<file path="src/rtl/key_pkg.sv">
// Shared types and constants for the push-button conditioning stage.
package key_pkg;

    // Auto-repeat state per key channel.
    typedef enum logic [1:0] {
        IDLE        = 2'd0,
        HOLD_DELAY  = 2'd1,
        HOLD_REPEAT = 2'd2
    } rpt_state_e;

    // Bit positions of the individual buttons in the key vectors.
    localparam int KEY_LEFT  = 0;
    localparam int KEY_MID   = 1;
    localparam int KEY_RIGHT = 2;

    // Default timing at 50 MHz: 5 ms debounce, 0.5 s repeat delay, 0.1 s period.
    localparam int DEF_N_KEYS          = 3;
    localparam int DEF_DEBOUNCE_CYCLES = 250000;
    localparam int DEF_REPEAT_DELAY    = 25000000;
    localparam int DEF_REPEAT_PERIOD   = 5000000;

    // Width of a counter that must hold values 0..value; never below one bit.
    function automatic int cnt_width(input int value);
        return (value < 1) ? 1 : $clog2(value + 1);
    endfunction

endpackage

</file>
<file path="src/rtl/key_channel.sv">
// One key: 2-flop synchronizer, debounce counter and auto-repeat FSM.
module key_channel
    import key_pkg::*;
#(
    parameter int DEBOUNCE_CYCLES = DEF_DEBOUNCE_CYCLES,
    parameter int REPEAT_DELAY    = DEF_REPEAT_DELAY,
    parameter int REPEAT_PERIOD   = DEF_REPEAT_PERIOD
) (
    input  logic sys_clk,
    input  logic reset,
    input  logic key_raw,
    output logic key_level,
    output logic key_press,
    output logic key_release,
    output logic key_strobe
);

    localparam int DCNT_W = cnt_width(DEBOUNCE_CYCLES);
    localparam int RMAX   = (REPEAT_DELAY > REPEAT_PERIOD) ? REPEAT_DELAY : REPEAT_PERIOD;
    localparam int RCNT_W = cnt_width(RMAX);

    localparam logic [DCNT_W-1:0] DCNT_LAST   = DCNT_W'(DEBOUNCE_CYCLES - 1);
    localparam logic [DCNT_W-1:0] DCNT_MAX    = '1;
    localparam logic [RCNT_W-1:0] DELAY_LAST  = RCNT_W'((REPEAT_DELAY > 0) ? REPEAT_DELAY - 1 : 0);
    localparam logic [RCNT_W-1:0] PERIOD_LAST = RCNT_W'((REPEAT_PERIOD > 0) ? REPEAT_PERIOD - 1 : 0);
    localparam logic [RCNT_W-1:0] RCNT_MAX    = '1;

    logic              sync1_q;
    logic              sync2_q;
    logic [DCNT_W-1:0] dcnt_q;
    logic [DCNT_W-1:0] dcnt_d;
    logic              level_q;
    logic              level_d;
    logic              press_q;
    logic              release_q;
    logic              strobe_q;
    logic [RCNT_W-1:0] rcnt_q;
    rpt_state_e        state_q;

    logic accept;
    logic rise;
    logic fall;

    // Bring the asynchronous pin into the clock domain.
    always_ff @(posedge sys_clk or posedge reset) begin
        if (reset) begin
            sync1_q <= 1'b0;
            sync2_q <= 1'b0;
        end else begin
            sync1_q <= key_raw;
            sync2_q <= sync1_q;
        end
    end

    // Count consecutive samples that disagree with the accepted level; any agreeing sample restarts.
    always_comb begin
        dcnt_d  = '0;
        level_d = level_q;
        if (sync2_q != level_q) begin
            if (dcnt_q == DCNT_LAST) begin
                level_d = ~level_q;
            end else if (dcnt_q != DCNT_MAX) begin
                dcnt_d = dcnt_q + DCNT_W'(1);
            end else begin
                dcnt_d = dcnt_q;
            end
        end
    end

    assign accept = (level_d != level_q);
    assign rise   = accept & ~level_q;
    assign fall   = accept &  level_q;

    // Debounce state and the single-cycle edge pulses.
    always_ff @(posedge sys_clk or posedge reset) begin
        if (reset) begin
            dcnt_q    <= '0;
            level_q   <= 1'b0;
            press_q   <= 1'b0;
            release_q <= 1'b0;
        end else begin
            dcnt_q    <= dcnt_d;
            level_q   <= level_d;
            press_q   <= rise;
            release_q <= fall;
        end
    end

    // Auto-repeat FSM; a release always wins over a coinciding repeat.
    always_ff @(posedge sys_clk or posedge reset) begin
        if (reset) begin
            state_q  <= IDLE;
            rcnt_q   <= '0;
            strobe_q <= 1'b0;
        end else begin
            strobe_q <= 1'b0;
            if (fall) begin
                state_q <= IDLE;
                rcnt_q  <= '0;
            end else begin
                case (state_q)
                    IDLE: begin
                        if (rise) begin
                            strobe_q <= 1'b1;
                            rcnt_q   <= '0;
                            if (REPEAT_DELAY != 0) begin
                                state_q <= HOLD_DELAY;
                            end
                        end
                    end
                    HOLD_DELAY: begin
                        if (rcnt_q == DELAY_LAST) begin
                            strobe_q <= 1'b1;
                            rcnt_q   <= '0;
                            state_q  <= HOLD_REPEAT;
                        end else if (rcnt_q != RCNT_MAX) begin
                            rcnt_q <= rcnt_q + RCNT_W'(1);
                        end
                    end
                    HOLD_REPEAT: begin
                        if (rcnt_q == PERIOD_LAST) begin
                            strobe_q <= 1'b1;
                            rcnt_q   <= '0;
                        end else if (rcnt_q != RCNT_MAX) begin
                            rcnt_q <= rcnt_q + RCNT_W'(1);
                        end
                    end
                    default: begin
                        state_q <= IDLE;
                        rcnt_q  <= '0;
                    end
                endcase
            end
        end
    end

    assign key_level   = level_q;
    assign key_press   = press_q;
    assign key_release = release_q;
    assign key_strobe  = strobe_q;

endmodule

</file>
<file path="src/rtl/key_conditioner.sv">
// Debounce and auto-repeat for all push buttons; channels are fully independent.
module key_conditioner
    import key_pkg::*;
#(
    parameter int N_KEYS          = DEF_N_KEYS,
    parameter int DEBOUNCE_CYCLES = DEF_DEBOUNCE_CYCLES,
    parameter int REPEAT_DELAY    = DEF_REPEAT_DELAY,
    parameter int REPEAT_PERIOD   = DEF_REPEAT_PERIOD
) (
    input  logic              sys_clk,
    input  logic              reset,
    input  logic [N_KEYS-1:0] key_raw,
    output logic [N_KEYS-1:0] key_level,
    output logic [N_KEYS-1:0] key_press,
    output logic [N_KEYS-1:0] key_release,
    output logic [N_KEYS-1:0] key_strobe
);

    genvar gi;
    generate
        for (gi = 0; gi < N_KEYS; gi++) begin : g_chan
            key_channel #(
                .DEBOUNCE_CYCLES (DEBOUNCE_CYCLES),
                .REPEAT_DELAY    (REPEAT_DELAY),
                .REPEAT_PERIOD   (REPEAT_PERIOD)
            ) u_chan (
                .sys_clk     (sys_clk),
                .reset       (reset),
                .key_raw     (key_raw[gi]),
                .key_level   (key_level[gi]),
                .key_press   (key_press[gi]),
                .key_release (key_release[gi]),
                .key_strobe  (key_strobe[gi])
            );
        end
    endgenerate

endmodule

</file>
<file path="config.mk">
export PLATFORM = sky130hd
export DESIGN_NAME = key_conditioner
export DESIGN_NICKNAME = d
export VERILOG_FILES = /design/src/rtl/key_pkg.sv /design/src/rtl/key_channel.sv /design/src/rtl/key_conditioner.sv
export SDC_FILE = /design/constraint.sdc
export NUM_CORES = 1
export LEC_CHECK = 0
export ABC_CLOCK_PERIOD_IN_PS = 7400
export CAP_MARGIN = 5
export CORE_MARGIN = 2
export CORE_UTILIZATION = 63
export DETAILED_ROUTE_END_ITERATION = 6
export PLACE_DENSITY = 0.84
export SLEW_MARGIN = 40
export SYNTH_ARGS = -nofsm -noshare
export SYNTH_HDL_FRONTEND = slang
export SYNTH_SLANG_ARGS = --single-unit
</file>
<file path="constraint.sdc">
create_clock -name sys_clk -period 7.4 [get_ports sys_clk]
set_input_delay 1.48 -clock sys_clk [delete_from_list [all_inputs] [get_ports sys_clk]]
set_output_delay 1.48 -clock sys_clk [all_outputs]
set_load 0.02 [all_outputs]
</file>
## Word-level counts from Yosys, hierarchy flattened

Cells that the tools add are included.

- Flip-flop bits (word level): 153
- Input port bits: 5
- Output and inout port bits: 12
- Logic and storage cells: 147

- Add/subtract/negate cells: 6
- Equality and inequality tests: 39
- Mux-type cells: 60
- Bitwise gates (word level): 9
- Reductions and logical operators: 6

Operators with widths:

| kind | number |
|---|---|
| 25-bit 2-to-1 mux | 15 |
| 25-bit case mux with 3 select lines | 3 |
| 18-bit 2-to-1 mux | 9 |
| 25-bit by 1-bit adder with 25-bit output (second input constant) | 3 |
| 25-bit by 23-bit equality test with 1-bit output (second input constant) | 3 |
| 25-bit equality test (second input constant) | 3 |
| 25-bit != test (second input constant) | 3 |
| 18-bit by 1-bit adder with 18-bit output (second input constant) | 3 |
| 18-bit equality test (second input constant) | 3 |
| 18-bit != test (second input constant) | 3 |
| 1-bit 2-to-1 mux | 18 |
| 2-bit 2-to-1 mux | 9 |
| 3-bit by 1-bit != test with 1-bit output (second input constant) | 6 |
| 2-bit case mux with 3 select lines | 3 |
| 3-bit != test (second input constant) | 3 |
| 1-bit case mux with 3 select lines | 3 |
| 3-bit AND reduction | 3 |
| 1-bit AND | 6 |
| 2-bit by 1-bit equality test with 1-bit output (second input constant) | 3 |
| 2-bit equality test (second input constant) | 3 |
| 2-bit logical NOT | 3 |
| 1-bit != test | 6 |
| 2-bit by 1-bit != test with 1-bit output (second input constant) | 3 |
| 1-bit inverter | 3 |

## Depth between registers and ports, before layout

Gate-level depths: netlist of the first run.

- Depth in word-level cells: 8
- Mapped depth: 9
- Depth with buffers taken out: 7

## By module

Synthesis of the first run repeated with hierarchy kept, for this count alone.

- Cell total of the unflattened synthesis: 957
- Area total of the unflattened synthesis: 8647.0 sq um

By module, submodules not included:

| module | instances | cells each | area an instance (sq um) | sequential area each (sq um) |
|---|---|---|---|---|
| key_channel (g_chan[1].u_chan ...) | 2 | 319 | 2865.2 | 1276.2 |
| key_channel (g_chan[0].u_chan) | 1 | 319 | 2916.5 | 1276.2 |

## Worst setup path before layout of the first run

No wires, ideal clock.

- Path type: reg-to-reg
- Start: register g_chan[1].u_chan.dcnt_q[10]
- End: register g_chan[1].u_chan.rcnt_q[12]
- Library setup time: 118 ps
- Data arrival time: 2323 ps
- Data required time: 7282 ps
- Path slack: 4959 ps
- Cell stages (with the launch flop): 8
- Path buffers: 1
- Period minus slack after synthesis: 2441 ps
- Path through: dfrtp_1 > or4b_1 > or4_4 > or2_2 > o21a_1 > a31oi_4 > buf_6 > nor2_1

- Word-level cells in the longest chain between the ends: 6
- Elaborated cells on any way between the ends: 8
- Classes of those cells: 3 x eq/ne; 3 x mux; 2 x bitwise

Ends and longest elaborated chain:

| what | RTL line | source |
|---|---|---|
| start: declaration | key_channel.sv:30 | `logic [DCNT_W-1:0] dcnt_q;` |
| start signal: assignment | key_channel.sv:82 | `dcnt_q <= dcnt_d;` |
| 18-bit equality test * | key_channel.sv:60 | `if (dcnt_q == DCNT_LAST) begin` |
| 1-bit 2-to-1 mux * | key_channel.sv:60 |  |
| 1-bit 2-to-1 mux * | key_channel.sv:59 | `if (sync2_q != level_q) begin` |
| 1-bit != test * | key_channel.sv:70 | `assign accept = (level_d != level_q);` |
| 1-bit AND (on tied branches) | key_channel.sv:72, key_channel.sv:71 |  |
| 3-bit by 1-bit != test with 1-bit output (no line) or 25-bit 2-to-1 mux (tied branches) | - |  |
| end signal: assignment | key_channel.sv:117 | `rcnt_q <= rcnt_q + RCNT_W'(1);` |
| end signal: assignment | key_channel.sv:125 | `rcnt_q <= rcnt_q + RCNT_W'(1);` |
| end: declaration | key_channel.sv:37 | `logic [RCNT_W-1:0] rcnt_q;` |

Every way passes the cells marked *; elsewhere a longest branch is shown, timed or not.
A chain may end at the register's enable or synchronous reset.

## Worst setup path after layout of the first run

- Start: register g_chan[2].u_chan.level_q
- End: output key_level[2]

RTL lines:

| what | RTL line | source |
|---|---|---|
| start: declaration | key_channel.sv:32 | `logic level_q;` |
| start signal: assignment | key_channel.sv:83 | `level_q <= level_d;` |
| end: declaration | key_conditioner.sv:13 | `output logic [N_KEYS-1:0] key_level,` |

No word-level cell between the ends.

==> metrics.md, run 1 <==
| Metric | Value |
|---|---|
| Max-slew headroom | 47.7% |
| DRC Markers | 0 |
| Max_cap viols | 0 |
| Clk buf depth | 2 |
| Hold Slack | 347 ps |
| Clock sink total | 153 |
| Slew Viols, Final | 0 |
| Setup Skew | about 9.0 ps |
| Max Clk Rate | 325 MHz |
| H-tree level count | 4 |
| Die area | 14500 sq um |
| Post-synth top area cell | dfrtp_1 |
| Final Cycle Share | between 40% and 50% |
| Clock Tree Root | clkbuf_16 |
| Mux cell area share after synthesis | 0.631% |
| Clock transition at path regs | 60 ps |
| CTS tree | done |
| # hold bufs at CTS | 0 |
| Vias in the first global route | between 6000 and 7000 |
| Synthesized flop and latch total | between 150 and 200 |
| Largest family of logic cells by synthesized area | simple AND/OR/NAND/NOR gates |
| Top cells by area, synth | dfrtp_1 45%, nor2_1 6.1%, xnor2_1 5.4% |
| Starting DRC count in detailed routing | 624 |
| Post-DRT Antenna Nets | 0 |
| Synth Area in Adders | 2.93% |
| Critical path data arrival time | around 1600 ps |
| Post-synth cell types | 69 |
| Leakage | 0.00386 uW |
| Clock period minus worst slack | 3080 ps |
| Area Overhead vs Synth | 9.76% |
| Ys Warns | 0 |
| Fraction of registers with async set/reset | 100% |
| Setup tns final | 0 ps |
| Post-CTS resize count | 0 |
| Mapped Avg Cell Area | 9.53 sq um |
| Most frequent cells in the layout | 153 x dfrtp_1, 139 x nor2_1, 62 x nand3_1 |
| Finished layout cell area | 9360 sq um |
| Commonest non-fill, non-tap cell in the layout | dfrtp_1 |
| GRT Util Overall | between 20% and 30% |
| Vias per cell | 6.06 |
| Post-synth EDFFs | 0 |
| Crit path buf inv count | 1 |
| PwrDens | ~190 nW/um^2 |
| WL/cell | 15.8 microns |
| Die height | 120 microns |
| GP Congestion | 0.864 |
| Initial antenna violation count | 0 |
| CP top delay family | buffers and inverters |
| Die W | between 100 and 150 microns |
| CP Cell Sequence | clkdlybuf4s50_1 |
| RSZ-0062 raised after global routing | no |
| Io pins | 17 |
| TritonCTS buffer count | 17 |
| Post-synthesis compound-gate area fraction | 6.43% |
| Critical path required time | between 5000 and 6000 ps |
| Port Buffers | 16 |
| Post-synth top area share | 44.9% |
| HP Class | flip-flop to flip-flop |
| Total power | ~1800 uW |
| WL final | 17.1 mm |
| Post-Synth XOR/XNOR Area | 10.7% |
| # setup viols final | 0 |
| Rows | 42 |
| Diode count | 0 |
| Worst-path maximum fanout | 6 |
| Most used flip-flop cell after synthesis | dfrtp_1 |
| Critical path class | flip-flop to primary output |
| Grt total ovfl | 0 |
| Max rail drop VDD | 154 uV |
| Layout cell share with drive strength beyond 1 | 8.17% |
| Hold Vio Cnt, Final | 0 |
| Number of vias in the routed layout | 6557 |
| Max incr delay on CP | ~690 ps |
| Cells after DPL | 1051 |
| Final net count | approximately 920 |
| Cell Area, Synth | approximately 8500 sq um |
| Starting Density | 64.4% |
| Synth Area in Simple Gates | 30.9% |
| First-pass GRT wire length | 29.6 mm |
| Post-CTS setup repair buffer count | 0 |
| CORE AREA | 13200 sq um |
| Worst Setup End Kind | primary output |
| Clk_lat worst skew | 430 ps |
| Post-synthesis cell count | 895 |
| Placement-stage cell area | between 8000 and 9000 sq um |
| HPWL after DPL | 10.9 mm |
| Crit start category | flip-flop |
| Non-Filler Instances | 1082 |
| Sequential-to-total area share from yosys stat | ~45% |
| First-pass iteration count of the detailed router | 7 |
| Status | completed |
| Largest net degree at the start of global routing | 86 |
| CP max-delay cell | clkdlybuf4s50_1 |
| Syn_nets | 920 |
| Worst-margin pin slew | 779 ps |
-- Yosys cell counts (6+ instances only) --
master      n
a21oi_1    18
and3_1     24
and4_1     14
buf_2      11
buf_4      14
clkbuf_1    9
dfrtp_1   153
ha_1       20
inv_1      18
nand2_1    48
nand2b_1    8
nand3_1    62
nand4_1    51
nor2_1    139
nor2_2      6
nor3_1     30
nor3b_1     6
nor4_1     19
nor4_2      6
nor4b_1    15
o21ai_0    18
or2_2       7
or3_1      14
or4_1      10
xnor2_1    53
xor2_1     51
-- state kept, by name, indices dropped and copies added, names as in the netlist --
register and cells:
g_chan.u_chan.rcnt_q 75, g_chan.u_chan.state_q 6, g_chan.u_chan.key_release 3, g_chan.u_chan.key_strobe 3
g_chan.u_chan.key_level 3, g_chan.u_chan.sync1_q 3, g_chan.u_chan.sync2_q 3, g_chan.u_chan.dcnt_q 54
g_chan.u_chan.key_press 3
-- final cells by class --
cell class                 instances  area, sq um
sequential                       153         3830
tap                              176          220
fill                            1000         3880
clock buffer                      21          460
timing repair buffer              18          183
clock inverter                    10          169
multi-input combinational        686         4430
inverter                          18         75.1
-- path summary, 6_finish.rpt --
kind | startpoint | to | slack [ps] | cells past startpoint
worst max-delay path | g_chan[2].u_chan.key_level | key_level[2] | 4320 | 1
worst min-delay path | g_chan[1].u_chan.sync1_q | g_chan[1].u_chan.sync2_q | 350 | 0
worst max register to register | g_chan[1].u_chan.dcnt_q[10] | g_chan[1].u_chan.rcnt_q[16] | 4490 | 6
worst min register to register | g_chan[1].u_chan.sync1_q | g_chan[1].u_chan.sync2_q | 350 | 0
max in group asynchronous | reset | g_chan[1].u_chan.rcnt_q[13] | 4840 | 3
min in group asynchronous | reset | g_chan[1].u_chan.dcnt_q[5] | 1550 | 2
-- where the power goes --
part | internal, uW | leakage (uW) | switching, uW
Sequential | 842 | 0.00212 | 5.34
Combinational | 8.35 | 0.00144 | 25.8
Clock | 581 | 0.000296 | 341
Total | 1430 | 0.00386 | 373
-- layer usage --
layer  share of wire [%]  wire length (microns)  GRT usage [%]
met5                   0                      0              0
met4                 1.2                    208           7.34
met3                 4.6                    782           6.32
met2                  49                   8320           41.2
met1                  45                   7740           33.4
-- cell families after synthesis --
logic type / after synthesis
simple gates: 483
flops: 153
xor+xnor: 104
compound gates: 74
buf+inv: 56
fa+ha+maj: 20
mux: 5
-- metrics by stage --
stage               setup slack [ps]  utilization, %
global placement                3950            65.6
CTS                             4330            70.6
floorplan                       1800               -
detailed placement              3930            65.8
finish                          4320            70.7
global route                    4280            70.7
(Power assumes the default switching activity.)
==> inputs of run 2 (changes only) <==
--- a/config.mk
+++ b/config.mk
@@ -5,7 +5,7 @@
 export SDC_FILE = /design/constraint.sdc
 export NUM_CORES = 1
 export LEC_CHECK = 0
-export ABC_CLOCK_PERIOD_IN_PS = 7400
+export ABC_CLOCK_PERIOD_IN_PS = 3100
 export CAP_MARGIN = 5
 export CORE_MARGIN = 2
 export CORE_UTILIZATION = 63
==> constraint.sdc (replaced) <==
create_clock -name sys_clk -period 3.1 [get_ports sys_clk]
set_input_delay 0.62 -clock sys_clk [delete_from_list [all_inputs] [get_ports sys_clk]]
set_output_delay 0.62 -clock sys_clk [all_outputs]
set_load 0.02 [all_outputs]
==> metrics.md, run 2 (same netlist as run 1, synthesis figures left out) <==
| Metric | Value |
|---|---|
| Status | completed |
| Largest register by flop count | g_chan.u_chan.rcnt_q |
| Post-CTS resize count | 0 |
| Diode count | 0 |
| Post-CTS setup repair buffer count | 0 |
| Vias per cell | 6.08 |
| Port Buffers | 16 |
| Worst-margin pin slew | slightly below 800 ps |
| Sw frac | 20.5% |
| Clock share of power | 49.3% |
| Die height | 120 microns |
| Starting DRC count in detailed routing | about 380 |
| Finished layout cell area | 9380 sq um |
| Leakage | 0.00389 uW |
| Reg area | about 3800 sq um |
| Layout cell share with drive strength beyond 1 | 8.53% |
| Clock sink total | approximately 150 |
| GP Congestion | around 0.85 |
| CORE AREA | 13200 sq um |
| Die W | 120 microns |
| Worst Setup End Kind | flip-flop |
| Hold Vio Cnt, Final | 0 |
| First-pass GRT wire length | 28.9 mm |
| Initial antenna violation count | 0 |
| PwrDens | around 440 nW/um^2 |
| Fillcell total | 979 |
| Placement-stage cell area | 8770 sq um |
| Sequential power share | 48.6% |
| Starting Density | 64.4% |
| # hold bufs at CTS | 0 |
| Pint | 3310 uW |
| Io pins | 17 |
| RSZ-0062 raised after global routing | no |
| Rows | 42 |
| Vias in the first global route | 6384 |
| Hold Slack | 348 ps |
| Critical path data arrival time | just under 3000 ps |
| Most frequent cells in the layout | 153 x dfrtp_1, 139 x nor2_1, 62 x nand3_1 |
| Number of vias in the routed layout | 6631 |
| WL final | between 15 and 20 mm |
| Setup Skew | 9.53 ps |
| Max rail drop VDD | 361 uV |
| Setup tns final | 0 ps |
| Die area | 14500 sq um |
| Critical path class | flip-flop to flip-flop |
| Grt total ovfl | 0 |
| WL/cell | around 15 microns |
| Biggest regs | g_chan.u_chan.rcnt_q (75), g_chan.u_chan.dcnt_q (54), g_chan.u_chan.state_q (6) |
| Final Cycle Share | 86.3% |
| HP Class | flip-flop to flip-flop |
| # setup viols final | 0 |
| Max_cap viols | 0 |
| Clock period minus worst slack | 2670 ps |
| Clk_lat worst skew | 430 ps |
| Crit start category | flip-flop |
| Max Clk Rate | roughly 370 MHz |
| Clk buf depth | 2 |
| Clock Tree Root | clkbuf_16 |
| CTS tree | done |
| Worst-path maximum fanout | 25 |
| Area of the multi-input gates | 4400 sq um |
| Max reg flops | 75 |
| Critical path required time | 3410 ps |
| GRT Util Overall | between 20 and 25% |
| Post-DRT Antenna Nets | 0 |
| Largest net degree at the start of global routing | 154 |
| TritonCTS buffer count | 17 |
| First-pass iteration count of the detailed router | 6 |
| Max-slew headroom | 47.9% |
| Switching power total | 854 uW |
| Final net count | 928 |
| Combinational Power Share | 2.1% |
| DRC Markers | 0 |
| Slew Viols, Final | 0 |
| HPWL after DPL | about 11 mm |
| Commonest non-fill, non-tap cell in the layout | dfrtp_1 |
| Clock transition at path regs | about 60 ps |
| Area Overhead vs Synth | 9.92% |
| H-tree level count | 4 |
==> run 2: changes by cell type in the layout (fill, tap and decap cells not counted), sizes merged <==
cell    before  now
buf          2   11
bufinv       4    3
clkinv       3    4
inv         18   17
==> run 2: power by group through the flow <==
stage                     Clock, uW  Combinational, uW  Sequential, uW
after floorplan                   0               61.5            2060
after global placement            0               84.7            2060
after detailed placement          0               84.9            2060
after CTS                      2080               85.1            2020
after global routing           2170                101            2020
final                          2050               85.9            2020
==> run 2: path summary, 6_finish.rpt <==
path | startpoint | to | slack [ps] | cells after the start
worst max-delay path | g_chan[1].u_chan.dcnt_q[10] | g_chan[1].u_chan.rcnt_q[7] | 430 | 7
worst min-delay path | g_chan[2].u_chan.sync1_q | g_chan[2].u_chan.sync2_q | 350 | 0
worst max register to register | g_chan[1].u_chan.dcnt_q[10] | g_chan[1].u_chan.rcnt_q[7] | 430 | 7
worst min register to register | g_chan[2].u_chan.sync1_q | g_chan[2].u_chan.sync2_q | 350 | 0
max in group asynchronous | reset | g_chan[1].u_chan.rcnt_q[17] | 1750 | 4
min in group asynchronous | reset | g_chan[1].u_chan.rcnt_q[22] | 680 | 3
==> run 2: critical path, stage by stage (launching register included) <==
cell	delay, ps
dfrtp_1	430
or4b_1	530
or4_4	460
or2_2	340
o21a_1	240
a31oi_4	150
buf_4	290
nor2_1	100
==> run 2: per-stage QoR <==
step / util, % / setup slack, ps / total power, uW / instances
floorplan: - / 549 / 2120 / 895
global placement: 66.2 / 550 / 2140 / 1059
detailed placement: 66.2 / 452 / 2140 / 1059
CTS: 70.6 / 440 / 4190 / 1089
global route: 70.8 / 336 / 4300 / 1090
finish: 70.8 / 426 / 4160 / 1090
==> run 2: per-layer routing <==
layer | GRT usage, % | vias to the layer above | share of wire [%]
li1 | - | 3214 | -
met1 | 33.1 | 3230 | 46
met2 | 38.8 | 154 | 48
met3 | 5.80 | 33 | 4.2
met4 | 9.88 | 0 | 1.8
met5 | 0 | - | 0
==> run 2: layout make-up <==
cell class,instances,share of cell area [%]
clock buffers,21,4.80
clock inverters,9,1.33
repair buffers,27,2.94
multi-input cells,686,47.0
flip-flops and latches,153,40.8
well taps,176,2.35
inverters,18,0.761
==> inputs of run 3 (changes only) <==
--- a/config.mk
+++ b/config.mk
@@ -8,9 +8,9 @@
 export ABC_CLOCK_PERIOD_IN_PS = 3100
 export CAP_MARGIN = 5
 export CORE_MARGIN = 2
-export CORE_UTILIZATION = 63
+export CORE_UTILIZATION = 45
 export DETAILED_ROUTE_END_ITERATION = 6
-export PLACE_DENSITY = 0.84
+export PLACE_DENSITY = 0.64
 export SLEW_MARGIN = 40
 export SYNTH_ARGS = -nofsm -noshare
 export SYNTH_HDL_FRONTEND = slang
==> metrics.md, run 3 (same netlist as run 1, synthesis figures left out) <==
| Metric | Value |
|---|---|
| Commonest non-fill, non-tap cell in the layout | dfrtp_1 |
| Worst-margin pin slew | ~770 ps |
| Max-slew headroom | 48.7% |
| Worst Setup End Kind | flip-flop |
| Die height | 142 microns |
| Rows | 50 |
| Reg-to-reg setup timing slack | 450 ps |
| Biggest regs | g_chan.u_chan.rcnt_q (75), g_chan.u_chan.dcnt_q (54), g_chan.u_chan.state_q (6) |
| Setup tns final | 0 ps |
| CORE AREA | 18600 sq um |
| DRC Markers | 0 |
| Status | completed |
| Final Cycle Share | 85.5% |
| Layout cell share with drive strength beyond 1 | 9.25% |
| Die W | 142 microns |
| Busiest layer in global routing | met2 |
| Grt total ovfl | 0 |
| Die area | 20100 sq um |
| HPWL after DPL | around 11 mm |
| Post-CTS resize count | 0 |
| H-tree level count | 4 |
| GP Congestion | 0.810 |
| Most frequent cells in the layout | 153 x dfrtp_1, 139 x nor2_1, 62 x nand3_1 |
| Post-DRT Antenna Nets | 0 |
| CTS tree | done |
| Post-place setup slack | between 400 and 500 ps |
| Max Clk Rate | 377 MHz |
| Met1 Use GR | 24.8% |
| Starting DRC count in detailed routing | 394 |
| Clock transition at path regs | 60 ps |
| # hold bufs at CTS | 0 |
| Max reg flops | 75 |
| Largest register by flop count | g_chan.u_chan.rcnt_q |
| WL/cell | 14.6 microns |
| Slew Viols, Final | 0 |
| Final net count | 931 |
| Post-CTS setup repair buffer count | 0 |
| HP Class | flip-flop to flip-flop |
| First-pass iteration count of the detailed router | 4 |
| Area Overhead vs Synth | 11.2% |
| Fillcell total | approximately 1800 |
| Hold Vio Cnt, Final | 0 |
| Vias per cell | 5.58 |
| GRT Util Overall | a little under a fifth |
| Port Buffers | 16 |
| PwrDens | roughly 440 nW/um^2 |
| Clock Tree Root | clkbuf_16 |
| Max_cap viols | 0 |
| Critical path class | flip-flop to flip-flop |
| Worst-path maximum fanout | 9 |
| WL final | 16.8 mm |
| M2 GR Usage | 29.5% |
| Largest net degree at the start of global routing | 42 |
| Clock sink total | about 150 |
| Diode count | 0 |
| Io pins | 17 |
| Clock period minus worst slack | ~2600 ps |
| Setup Skew | between 10 and 15 ps |
| Met3 GRT Util | under 10% |
| Hold Slack | 349 ps |
| Starting Density | 45.8% |
| First-pass GRT wire length | around 30 mm |
| Leakage | 0.00391 uW |
| Initial antenna violation count | 0 |
| Vias in the first global route | around 6400 |
| Critical path data arrival time | 3000 ps |
| Setup WS post-layout | 451 ps |
| Clk buf depth | 2 |
| RSZ-0062 raised after global routing | no |
| TritonCTS buffer count | 17 |
| Clk_lat worst skew | 430 ps |
| Max rail drop VDD | about 380 uV |
| Critical path required time | 3450 ps |
| Crit start category | flip-flop |
| Number of vias in the routed layout | 6433 |
| # setup viols final | 0 |
==> run 3: changes by cell type in the layout (fill, tap and decap cells not counted), sizes merged <==
cell / previous run / this run
clkbuf: 21 / 19
buf: 11 / 14
inv: 17 / 20
clkinv: 4 / 6
bufinv: 3 / 2
==> run 3: per-stage QoR <==
step / instance area, sq um / util (%) / std cells / total power (uW)
after floorplan: 8530 / - / 895 / 2120
after global placement: 8900 / 47.7 / 1121 / 2150
after detailed placement: 8900 / 47.7 / 1121 / 2160
after CTS: 9490 / 50.9 / 1153 / 4230
after global routing: 9490 / 50.9 / 1153 / 4330
final: 9490 / 50.9 / 1153 / 4170
==> run 3: worst paths after layout <==
path                                            start                          end  depth (start not counted)
max                        g_chan[0].u_chan.dcnt_q[0]   g_chan[0].u_chan.rcnt_q[6]                          7
min in group asynchronous                       reset  g_chan[2].u_chan.rcnt_q[12]                          2
min reg2reg                  g_chan[0].u_chan.sync1_q     g_chan[0].u_chan.sync2_q                          0
max in group asynchronous                       reset  g_chan[0].u_chan.dcnt_q[11]                          3
min                          g_chan[0].u_chan.sync1_q     g_chan[0].u_chan.sync2_q                          0
max reg2reg                g_chan[0].u_chan.dcnt_q[0]   g_chan[0].u_chan.rcnt_q[6]                          7
==> run 3: layout make-up <==
| type | count | area, sq um | area share [%] |
|---|---|---|---|
| Multi-Input combinational cell | 686 | 4400 | 46.4 |
| Sequential cell | 153 | 3830 | 40.4 |
| Clock buffer | 19 | 443 | 4.67 |
| Timing Repair Buffer | 30 | 303 | 3.19 |
| Tap cell | 234 | 293 | 3.09 |
| Clock inverter | 13 | 143 | 1.50 |
| Inverter | 18 | 71.3 | 0.752 |
==> run 3: layer usage <==
layer	part of all wire, %	vias up
met1	49	3128
met2	47	84
met4	1.2	0
li1	-	3208
met3	3.0	13
met5	0	-
==> run 3: power breakdown <==
part	total, uW	switching (uW)	internal, uW
clock network	2050	839	1210
registers	2020	12.0	2010
logic	92.6	64.2	28.4
==> run 3: critical path: stages (launching register included) <==
cell     delay (ps)
dfrtp_1         380
ha_1            200
nand2_1         130
or4_1           620
o31ai_4         560
nand2_2         180
or3_1           350
a21oi_1         140
